[src/rtl/reduceron_run_ctrl_pkg.sv]
// Shared types and widths for the Reduceron run controller.
// Holds the run-state enumeration, bus widths and a saturating increment.
package reduceron_run_ctrl_pkg;

  localparam int IO_ENTRY_W = 28;
  localparam int RESULT_W   = 17;
  localparam int CYCLE_W    = 32;

  typedef enum logic [2:0] {
    ST_IDLE       = 3'd0,
    ST_RESET_CORE = 3'd1,
    ST_RUN        = 3'd2,
    ST_DONE       = 3'd3,
    ST_TIMEOUT    = 3'd4
  } run_state_e;

  function automatic logic [CYCLE_W-1:0] sat_inc(input logic [CYCLE_W-1:0] v);
    return (v == {CYCLE_W{1'b1}}) ? v : v + CYCLE_W'(1);
  endfunction

endpackage

[src/rtl/run_io_fifo.sv]
// First-word-fall-through capture FIFO for core io writes.
// The head entry is registered, so io_data holds steady until it is popped.
module run_io_fifo
  import reduceron_run_ctrl_pkg::*;
#(
  parameter int DEPTH = 8
) (
  input  logic                  CLOCK_50,
  input  logic                  reset_n,
  input  logic                  clear,
  input  logic                  push,
  input  logic                  pop,
  input  logic [IO_ENTRY_W-1:0] push_data,
  output logic                  io_valid,
  output logic [IO_ENTRY_W-1:0] io_data,
  output logic                  overflow
);

  localparam int PTR_W = $clog2(DEPTH);
  localparam int CNT_W = PTR_W + 1;

  logic [IO_ENTRY_W-1:0] mem_r [DEPTH];
  logic [PTR_W-1:0]      rd_ptr_r;
  logic [PTR_W-1:0]      wr_ptr_r;
  logic [PTR_W-1:0]      rd_ptr_next_s;
  logic [CNT_W-1:0]      count_r;
  logic [CNT_W-1:0]      count_next_s;
  logic                  full_s;
  logic                  pop_s;
  logic                  push_ok_s;
  logic [IO_ENTRY_W-1:0] head_next_s;

  // Occupancy bookkeeping and the value the head register takes next
  always_comb begin
    full_s        = (count_r == CNT_W'(DEPTH));
    pop_s         = io_valid && pop;
    push_ok_s     = push && (!full_s || pop_s);
    overflow      = push && full_s && !pop_s;
    rd_ptr_next_s = pop_s ? rd_ptr_r + PTR_W'(1) : rd_ptr_r;
    count_next_s  = count_r + CNT_W'(push_ok_s) - CNT_W'(pop_s);
    // An entry written into an otherwise empty queue bypasses storage into the head
    if (count_next_s == {CNT_W{1'b0}}) begin
      head_next_s = {IO_ENTRY_W{1'b0}};
    end else if ((count_r - CNT_W'(pop_s)) == {CNT_W{1'b0}}) begin
      head_next_s = push_data;
    end else begin
      head_next_s = mem_r[rd_ptr_next_s];
    end
  end

  // Entry storage, no reset needed
  always_ff @(posedge CLOCK_50) begin
    if (reset_n && !clear && push_ok_s) begin
      mem_r[wr_ptr_r] <= push_data;
    end
  end

  // Pointers, count and registered head
  always_ff @(posedge CLOCK_50) begin
    if (!reset_n || clear) begin
      rd_ptr_r <= {PTR_W{1'b0}};
      wr_ptr_r <= {PTR_W{1'b0}};
      count_r  <= {CNT_W{1'b0}};
      io_valid <= 1'b0;
      io_data  <= {IO_ENTRY_W{1'b0}};
    end else begin
      if (push_ok_s) begin
        wr_ptr_r <= wr_ptr_r + PTR_W'(1);
      end
      rd_ptr_r <= rd_ptr_next_s;
      count_r  <= count_next_s;
      io_valid <= (count_next_s != {CNT_W{1'b0}});
      io_data  <= head_next_s;
    end
  end

endmodule

[src/rtl/reduceron_run_ctrl.sv]
// Run controller for a Reduceron core: resets it, runs it, captures its
// result or times it out, and buffers its io writes for a consumer.
module reduceron_run_ctrl
  import reduceron_run_ctrl_pkg::*;
#(
  parameter int          RESET_HOLD = 4,
  parameter logic [31:0] TIMEOUT    = 32'hFFFF_FFFF,
  parameter int          FIFO_DEPTH = 8
) (
  input  logic                  CLOCK_50,
  input  logic                  reset_n,
  input  logic                  start,
  output logic                  core_rst_n,
  input  logic                  core_finish,
  input  logic [RESULT_W-1:0]   core_result,
  input  logic                  core_iowrite,
  input  logic [13:0]           core_ioaddr,
  input  logic [13:0]           core_iowd,
  output logic                  busy,
  output logic [RESULT_W-1:0]   result,
  output logic                  result_valid,
  output logic                  timed_out,
  output logic [CYCLE_W-1:0]    cycles,
  output logic                  io_valid,
  input  logic                  io_ready,
  output logic [IO_ENTRY_W-1:0] io_data,
  output logic                  io_overflow
);

  localparam int HOLD_W = (RESET_HOLD > 1) ? $clog2(RESET_HOLD) : 1;

  run_state_e        state_r;
  run_state_e        state_next_s;
  logic [HOLD_W-1:0] hold_cnt_r;
  logic              hold_done_s;
  logic              run_s;
  logic              start_ok_s;
  logic              fifo_push_s;
  logic              fifo_drop_s;
  logic              core_rst_n_next_s;
  logic              busy_next_s;

  // Control strobes derived from the current state
  always_comb begin
    run_s       = (state_r == ST_RUN);
    start_ok_s  = start && ((state_r == ST_IDLE) || (state_r == ST_DONE) || (state_r == ST_TIMEOUT));
    fifo_push_s = run_s && core_iowrite;
    hold_done_s = (hold_cnt_r == HOLD_W'(RESET_HOLD - 1));
  end

  // State register
  always_ff @(posedge CLOCK_50) begin
    if (!reset_n) begin
      state_r <= ST_IDLE;
    end else begin
      state_r <= state_next_s;
    end
  end

  // Next-state logic; a finish on the timeout cycle wins over the timeout
  always_comb begin
    state_next_s = state_r;
    case (state_r)
      ST_IDLE, ST_DONE, ST_TIMEOUT: begin
        if (start) state_next_s = ST_RESET_CORE;
        else       state_next_s = state_r;
      end
      ST_RESET_CORE: begin
        if (hold_done_s) state_next_s = ST_RUN;
        else             state_next_s = ST_RESET_CORE;
      end
      ST_RUN: begin
        if (core_finish)          state_next_s = ST_DONE;
        else if (cycles == TIMEOUT) state_next_s = ST_TIMEOUT;
        else                      state_next_s = ST_RUN;
      end
      default: state_next_s = ST_IDLE;
    endcase
  end

  // Output decode, registered below so it lines up with the state register
  always_comb begin
    core_rst_n_next_s = (state_next_s == ST_RUN);
    busy_next_s       = (state_next_s == ST_RESET_CORE) || (state_next_s == ST_RUN);
  end

  // Hold counter, cycle counter, result capture and status flags
  always_ff @(posedge CLOCK_50) begin
    if (!reset_n) begin
      hold_cnt_r   <= {HOLD_W{1'b0}};
      core_rst_n   <= 1'b0;
      busy         <= 1'b0;
      result       <= {RESULT_W{1'b0}};
      result_valid <= 1'b0;
      timed_out    <= 1'b0;
      cycles       <= {CYCLE_W{1'b0}};
      io_overflow  <= 1'b0;
    end else begin
      core_rst_n <= core_rst_n_next_s;
      busy       <= busy_next_s;
      if (start_ok_s) begin
        hold_cnt_r   <= {HOLD_W{1'b0}};
        result_valid <= 1'b0;
        timed_out    <= 1'b0;
        cycles       <= {CYCLE_W{1'b0}};
        io_overflow  <= 1'b0;
      end else begin
        if (state_r == ST_RESET_CORE) hold_cnt_r <= hold_cnt_r + HOLD_W'(1);
        // Counting on entry to RUN makes the first RUN cycle read 1
        if (state_next_s == ST_RUN) cycles <= sat_inc(cycles);
        if (run_s && core_finish) begin
          result       <= core_result;
          result_valid <= 1'b1;
        end
        if (run_s && (state_next_s == ST_TIMEOUT)) timed_out <= 1'b1;
        if (fifo_drop_s) io_overflow <= 1'b1;
      end
    end
  end

  run_io_fifo #(
    .DEPTH(FIFO_DEPTH)
  ) u_fifo (
    .CLOCK_50 (CLOCK_50),
    .reset_n  (reset_n),
    .clear    (start_ok_s),
    .push     (fifo_push_s),
    .pop      (io_ready),
    .push_data({core_ioaddr, core_iowd}),
    .io_valid (io_valid),
    .io_data  (io_data),
    .overflow (fifo_drop_s)
  );

endmodule

[config.mk]
export PLATFORM = sky130hd
export DESIGN_NAME = reduceron_run_ctrl
export DESIGN_NICKNAME = d
export VERILOG_FILES = /design/src/rtl/reduceron_run_ctrl_pkg.sv /design/src/rtl/run_io_fifo.sv /design/src/rtl/reduceron_run_ctrl.sv
export SDC_FILE = /design/constraint.sdc
export NUM_CORES = 1
export LEC_CHECK = 0
export CAP_MARGIN = 20
export CORE_UTILIZATION = 40
export CTS_CLUSTER_SIZE = 16
export DETAILED_ROUTE_END_ITERATION = 8
export SYNTH_ARGS = -nofsm -noshare
export SYNTH_HDL_FRONTEND = slang
export SYNTH_SLANG_ARGS = --single-unit
[constraint.sdc]
create_clock -name CLOCK_50 -period 5.6 [get_ports CLOCK_50]
set_clock_uncertainty 0.15 [all_clocks]
set_input_delay 1.4 -clock CLOCK_50 [delete_from_list [all_inputs] [get_ports CLOCK_50]]
set_output_delay 1.4 -clock CLOCK_50 [all_outputs]
set_load 0.005 [all_outputs]
==> results of run 1 <==
-- area by class of cell --
type / instances / area (um^2) / share of cell area (%)
clock buffers: 49 / 938.4 / 6.005
clock inverters: 14 / 133.9 / 0.8568
inverters: 12 / 45.04 / 0.2883
multi-input cells: 560 / 3754 / 24.02
flip-flops and latches: 322 / 8688 / 55.60
well taps: 396 / 495.5 / 3.171
repair buffers: 159 / 1572 / 10.06
-- critical path: cells and delay by family --
kind | cells | cell delay, ns
AO/OA/AOI/OAI | 3 | 1.10
adder cells (fa/ha/maj) | 2 | 0.65
buffers and inverters | 3 | 1.02
AND/OR/NAND/NOR | 2 | 0.38
XOR/XNOR | 1 | 0.15
-- metal layers --
layer | up-vias | global-route usage [%]
li1 | 3931 | -
met1 | 4077 | 23.92
met2 | 255 | 28.19
met3 | 35 | 4.254
met4 | 0 | 4.138
met5 | - | 0
-- state kept, by name, summed over array words and instances (netlist names) --
register / count
result_valid: 1
cycles: 32
u_fifo.rd_ptr_r: 3
busy: 1
u_fifo.count_r: 4
io_overflow: 1
u_fifo.mem_r: 224
state_r: 3
timed_out: 1
u_fifo.io_data: 28
u_fifo.wr_ptr_r: 3
core_rst_n: 1
u_fifo.io_valid: 1
hold_cnt_r: 2
result: 17
-- final timing paths --
check	startpoint	endpoint	slack, ns
setup / recovery	io_ready	u_fifo.io_data[21]	1.16
hold / removal	result[12]	result[12]	0.30
setup reg to reg	state_r[1]	u_fifo.io_data[21]	2.09
hold reg to reg	result[12]	result[12]	0.30
-- cell families after synthesis --
group           count (synthesis)
flops                         322
fa+ha+maj                      12
simple gates                  298
mux                            60
compound gates                179
xor+xnor                       11
buf+inv                        69
-- synthesized netlist by cell type, types with 2 or more instances --
| master | instances |
|---|---|
| nor2b_1 | 2 |
| nand2_1 | 168 |
| or4_1 | 18 |
| buf_1 | 5 |
| nand4_1 | 10 |
| o211ai_1 | 2 |
| nor3_1 | 5 |
| a32oi_1 | 56 |
| o21ai_0 | 6 |
| ha_1 | 11 |
| a21oi_1 | 46 |
| or3_1 | 11 |
| a31oi_1 | 3 |
| xnor2_1 | 5 |
| clkbuf_1 | 32 |
| and3b_1 | 2 |
| inv_1 | 11 |
| and3_1 | 9 |
| a32o_1 | 28 |
| o31ai_1 | 16 |
| edfxtp_1 | 224 |
| nand3b_1 | 2 |
| nor3b_1 | 2 |
| nor2_1 | 32 |
| a2111oi_4 | 2 |
| and2_1 | 7 |
| o21ai_1 | 6 |
| nand3_1 | 14 |
| o2111ai_1 | 3 |
| xor2_1 | 6 |
| buf_2 | 18 |
| nand2b_1 | 4 |
| dfxtp_1 | 98 |
| and4_1 | 6 |
| mux2i_1 | 60 |
-- through the flow --
step	hold WS (ns)	instances	worst slack, ns	util [%]
4_1_cts	0.3067	1510	1.174	50.61
3_5_place_dp	0.2985	1447	0.6451	47.13
6_report	0.3040	1512	1.164	50.69
5_1_grt	0.3312	1512	0.9824	50.69
2_1_floorplan	0.3027	951	0.8886	-
3_3_place_gp	0.2908	1447	0.7523	47.13
-- power by group through the flow --
| stage | Clock (uW) | Sequential (uW) | Combinational (uW) |
|---|---|---|---|
| 2_1_floorplan | 0 | 2750 | 479 |
| 3_3_place_gp | 0 | 2770 | 911 |
| 3_5_place_dp | 0 | 2770 | 922 |
| 4_1_cts | 2220 | 2720 | 927 |
| 5_1_grt | 2320 | 2730 | 991 |
| 6_report | 2160 | 2710 | 917 |
==> out/results.ini, run 1 <==
[place]
dp_hpwl_um = 16520
portBuffers = 133
gp_congestion = 0.7465
dpl-instance-area_mm2 = 0.01453

[synthesis]
synthSimpleGateAreaFrac_pct = 11.19
yosys_register_bits = 322
syn_avg_cell_area_um2 = 13.30
synth_mux_area_share_pct = 4.748
syn_area_mm2 = 0.01265
synth_edf_count = 224
synth_compound_area_share_pct = 11.05
synth_xor_area_share_pct = 0.7617
ys_seq_area_share_pct = 68.69
syn_nets = 1014
netlist_instances = 951
ys_warn_count = 0
ys_top_cells_by_area = edfxtp_1, dfxtp_1, nand2_1, mux2i_1, a32oi_1
yosysUniqueCellTypes = 56
synth_top_area_share_pct = 53.18
synth_top_family_by_area = simple AND/OR/NAND/NOR gates
synthAdderAreaFrac_pct = 1.246
yosysTopAreaCell = edfxtp_1
ys_async_sr_fraction_pct = 0
synthFlopType = edfxtp_1

[pwr]
p_leak_uw = 0.005392
p_seq_share_pct = 46.9
p_clk_share_pct = 37.3
p_comb_share_pct = 15.8
peakVddDrop_mv = 0.2069
netSwitchingFraction_pct = 24.44
power_density_mw_per_mm2 = 370.7
p_total_uw = 5793
p_switching_uw = 1416
power.internal_uw = 4378

[timing]
period_share_pct = 79.21
tns_ns = 0
worstMarginPinSlew_ns = 1.085
min_period_ns = 4.436
slew_headroom_pct = 27.40
setup_viol = 0
max_freq_ghz = 0.2254
report.final.slew_viol_count = 0
rsz0062_at_grt = no
final_hold_viol_count = 0

[routing]
wl_met3_um = 2097
first_pass_iters = 7
drt-initial-drc-count = 624
vias = 8298
route.detailed.drc = 4
top_layer = met4
ant_nets = 0
wl_per_cell_um = 19.01
wl_met1_um = 13130
drt-total-wl_um = 28740
vias_per_cell = 5.488
route.met2.wl_um = 13150

[global_route]
grt_pass1_wl_um = 45120
grt_usage_pct = 17.54
grt_overflow_total = 0
grt_pass1_vias = 8077
antenna_found_initial = 0
grt_max_degree = 57

[die]
rows = 64
die_x_um = 179.8
dieArea_mm2 = 0.03234
core-area_mm2 = 0.03083
start_util_pct = 41.03
fp.dieH_um = 179.8
ios = 134

[final_layout]
layout_commonest_cell = edfxtp_1
fin_area_mm2 = 0.01563
areaGrowthSynthToFinish_pct = 23.54
nFillCells = 2605
diodes = 0
drive_gt1_share_pct = 8.513
final_nets = 1153
mostFrequentLayoutCells = edfxtp_1, nand2_1, clkdlybuf4s50_1, dfxtp_1, mux2i_1

[setup_path]
r2r_cells = 10
crit_chain = clkdlybuf4s50_1 -> nand2_1 -> a31oi_1 -> ha_1 -> inv_1 -> fa_1 -> xnor2_1 -> and3b_1 -> a2111oi_4 -> buf_4 -> a32o_1
end_kind = flip-flop
cp_max_fo = 28
start_kind = input port
critPathKind = input port to flip-flop
critPathRequiredTime_ns = 5.88
arrival_ns = 4.72
crit_slowest_cell = a31oi_1
critPathMaxStageDelay_ns = 0.56

[clocking]
cts_buffers = 35
cts_setup_buffers = 0
hold_buffers = 0
root_buffer = clkbuf_16
htreeDepth = 2
clock_sinks = 322
cts_tree = yes
clkLatencyLatePin_ns = 0.51
post_cts_resized = 0
clk_path_buf_depth = 3
clk_pin_slew_worst_paths_ns = 0.06

[status]
violations = DRC
status = complete, but fails checks

[run]
maxCapViolCount = 0

[hold_path]
hold_class = flip-flop to flip-flop
hold_path_depth = 2

No activity file was read; power rests on OpenSTA's default activity.
==> run 2, diff against run 1 <==
==> constraint.sdc (replaced) <==
create_clock -name CLOCK_50 -period 4 [get_ports CLOCK_50]
set_clock_uncertainty 0.15 [all_clocks]
set_input_delay 1 -clock CLOCK_50 [delete_from_list [all_inputs] [get_ports CLOCK_50]]
set_output_delay 1 -clock CLOCK_50 [all_outputs]
set_load 0.005 [all_outputs]
==> out/results.ini, run 2 (synthesis results as in run 1) <==
[clocking]
cts_tree = yes
clkLatencyLatePin_ns = 0.51  ; about the same
clk_pin_slew_worst_paths_ns = 0.06  ; about the same
post_cts_resized = 0  ; unchanged
hold_buffers = 0  ; unchanged
cts_setup_buffers = 0  ; unchanged
clock_sinks = 322  ; unchanged
cts_buffers = 35  ; unchanged
clk_path_buf_depth = 3  ; unchanged
htreeDepth = 2  ; unchanged
root_buffer = clkbuf_16

[timing]
layout_setup_ws_ns = 0.4567  ; -0.7075 ns
report.final.slew_viol_count = 0  ; unchanged
max_freq_ghz = 0.2822
setup_viol = 0  ; unchanged
period_share_pct = 88.58
min_period_ns = 3.543
final_hold_viol_count = 0  ; unchanged
slew_headroom_pct = 39.71  ; +12 points
rsz0062_at_grt = no
worstMarginPinSlew_ns = 0.9034  ; -0.1818 ns

[pwr]
p_clk_share_pct = 38.4  ; +1.1 points
p_leak_uw = 0.005535  ; +2.7%
p_seq_share_pct = 45.3  ; -1.6 points
p_total_uw = 8419  ; +45%
p_comb_share_pct = 16.3  ; +0.5 points
peakVddDrop_mv = 0.2763  ; +34%
p_switching_uw = 2037  ; +44%
power_density_mw_per_mm2 = 528.4  ; +43%
power.internal_uw = 6382  ; +46%
netSwitchingFraction_pct = 24.19  ; -0.24 points

[die]
core-area_mm2 = 0.03083  ; unchanged
ios = 134  ; unchanged
rows = 64  ; unchanged
dieArea_mm2 = 0.03234  ; unchanged
fp.dieH_um = 179.8  ; unchanged
start_util_pct = 41.03  ; unchanged
die_x_um = 179.8  ; unchanged

[global_route]
grt_max_degree = 57  ; unchanged
antenna_found_initial = 0  ; unchanged
grt_usage_pct = 18.46  ; +0.93 points
grt_pass1_vias = 8187  ; +1.4%
grt_pass1_wl_um = 47030  ; +4.2%
grt_overflow_total = 0  ; unchanged

[routing]
wl_per_cell_um = 19.35  ; +1.8%
vias = 8283  ; -0.18%
route.detailed.drc = 8  ; +4
vias_per_cell = 5.414  ; -1.4%
drt-initial-drc-count = 630  ; +0.96%
ant_nets = 0  ; unchanged
first_pass_iters = 8  ; +1
drt-total-wl_um = 29600  ; +3.0%

[setup_path]
start_kind = input port
arrival_ns = 3.84  ; -0.88 ns
critPathRequiredTime_ns = 4.29  ; -1.59 ns
crit_chain = clkdlybuf4s50_1 -> nand2_1 -> inv_1 -> ha_1 -> inv_1 -> ha_1 -> inv_1 -> fa_1 -> xnor2_1 -> and3b_1 -> a2111oi_4 -> buf_4 -> a32o_1
crit_top_cell = inv_1
end_kind = flip-flop
critPathKind = input port to flip-flop
crit_slowest_cell = clkdlybuf4s50_1
crit_path_start = io_ready
critPathMaxStageDelay_ns = 0.51  ; -0.05 ns
cp_max_fo = 14  ; -50%
reg2reg_from = state_r[1]

[final_layout]
reg.largest.list = u_fifo.mem_r (224), cycles (32), u_fifo.io_data (28)
diodes = 0  ; unchanged
final_nets = 1171  ; +1.6%
areaGrowthSynthToFinish_pct = 25.97
mostFrequentLayoutCells = edfxtp_1, nand2_1, clkdlybuf4s50_1, dfxtp_1, mux2i_1
regMostFlops = u_fifo.mem_r
largest_reg_flops = 224  ; unchanged
layout.cells.non_filler = 1530  ; +1.2%
layout_commonest_cell = edfxtp_1
drive_gt1_share_pct = 10.23  ; +1.7 points

[place]
dpl.cell_count = 1466  ; +1.3%
post-place-ws_ns = -0.09021  ; -0.7353 ns
dp_hpwl_um = 17450  ; +5.7%
gp_congestion = 0.7288  ; -2.4%
portBuffers = 133  ; unchanged

[status]
violations = DRC
status = complete, but fails checks

[hold_path]
hold_start = result[13]
hold_class = flip-flop to flip-flop

[run]
maxCapViolCount = 0  ; unchanged

## run 2: cell types whose count changed in the layout (fill, tap and decap cells not counted), sizes merged
cell,change
bufinv,+3
clkinvlp,-1
buf,+19
clkinv,+3
clkbuf,-6
## run 2: final timing paths
check / end / slack, ns / cells after the start
min: result[13] / 0.30 / 2
max reg2reg: u_fifo.io_data[22] / 0.89 / 10
max: u_fifo.io_data[22] / 0.46 / 13
min reg2reg: result[13] / 0.30 / 2
## run 2: critical path: cells and delay by family
family,cells,cell delay (ns)
adders and majority gates,3,0.74
xor gates and xnor gates,1,0.15
and+or+nand+nor,2,0.34
buffers and inverters,5,1.03
AOI/OAI and AO/OA,2,0.57
## run 2: metal layers
layer / up-vias / GRT usage, % / routed length [um]
met1: 4072 / 24.10 / 12890
met3: 41 / 3.971 / 1731
met4: 0 / 4.759 / 480
met2: 212 / 31.14 / 14500
li1: 3958 / - / -
met5: - / 0 / 0
## run 2: cell type report
type | count | area, um^2
timing repair buffer | 177 | 1794
clock buffer | 44 | 919.6
clock inverter | 19 | 229.0
fill | 2604 | 14900
inverter | 12 | 45.04
sequential | 322 | 8688
tap | 396 | 495.5
multi-input combinational | 560 | 3761
## run 2: per-stage QoR
step / hold slack (ns) / cell area [um^2] / util (%) / setup TNS (ns)
after floorplan: 0.3027 / 12660 / - / 0
after CTS: 0.3070 / 15920 / 51.63 / 0
after global routing: 0.3283 / 15930 / 51.68 / 0
after global placement: 0.2907 / 14770 / 47.91 / -1.101
after detailed placement: 0.2992 / 14770 / 47.91 / -1.809
final: 0.3049 / 15930 / 51.68 / 0
## run 2: power by group through the flow
stage	Combinational, uW	Sequential (uW)	Clock, uW
3_5_place_dp	1380	3880	0
6_report	1370	3810	3230
3_3_place_gp	1360	3890	0
2_1_floorplan	670	3850	0
5_1_grt	1490	3820	3440
4_1_cts	1390	3810	3310
==> run 3, diff against run 2 <==
--- a/config.mk
+++ b/config.mk
@@ -9,6 +9,7 @@
 export CORE_UTILIZATION = 40
 export CTS_CLUSTER_SIZE = 16
 export DETAILED_ROUTE_END_ITERATION = 8
+export GPL_TIMING_DRIVEN = 1
 export SYNTH_ARGS = -nofsm -noshare
 export SYNTH_HDL_FRONTEND = slang
 export SYNTH_SLANG_ARGS = --single-unit
==> results of run 3 <==
No change in the layout: final DEF, timing and power equal those of run 2.
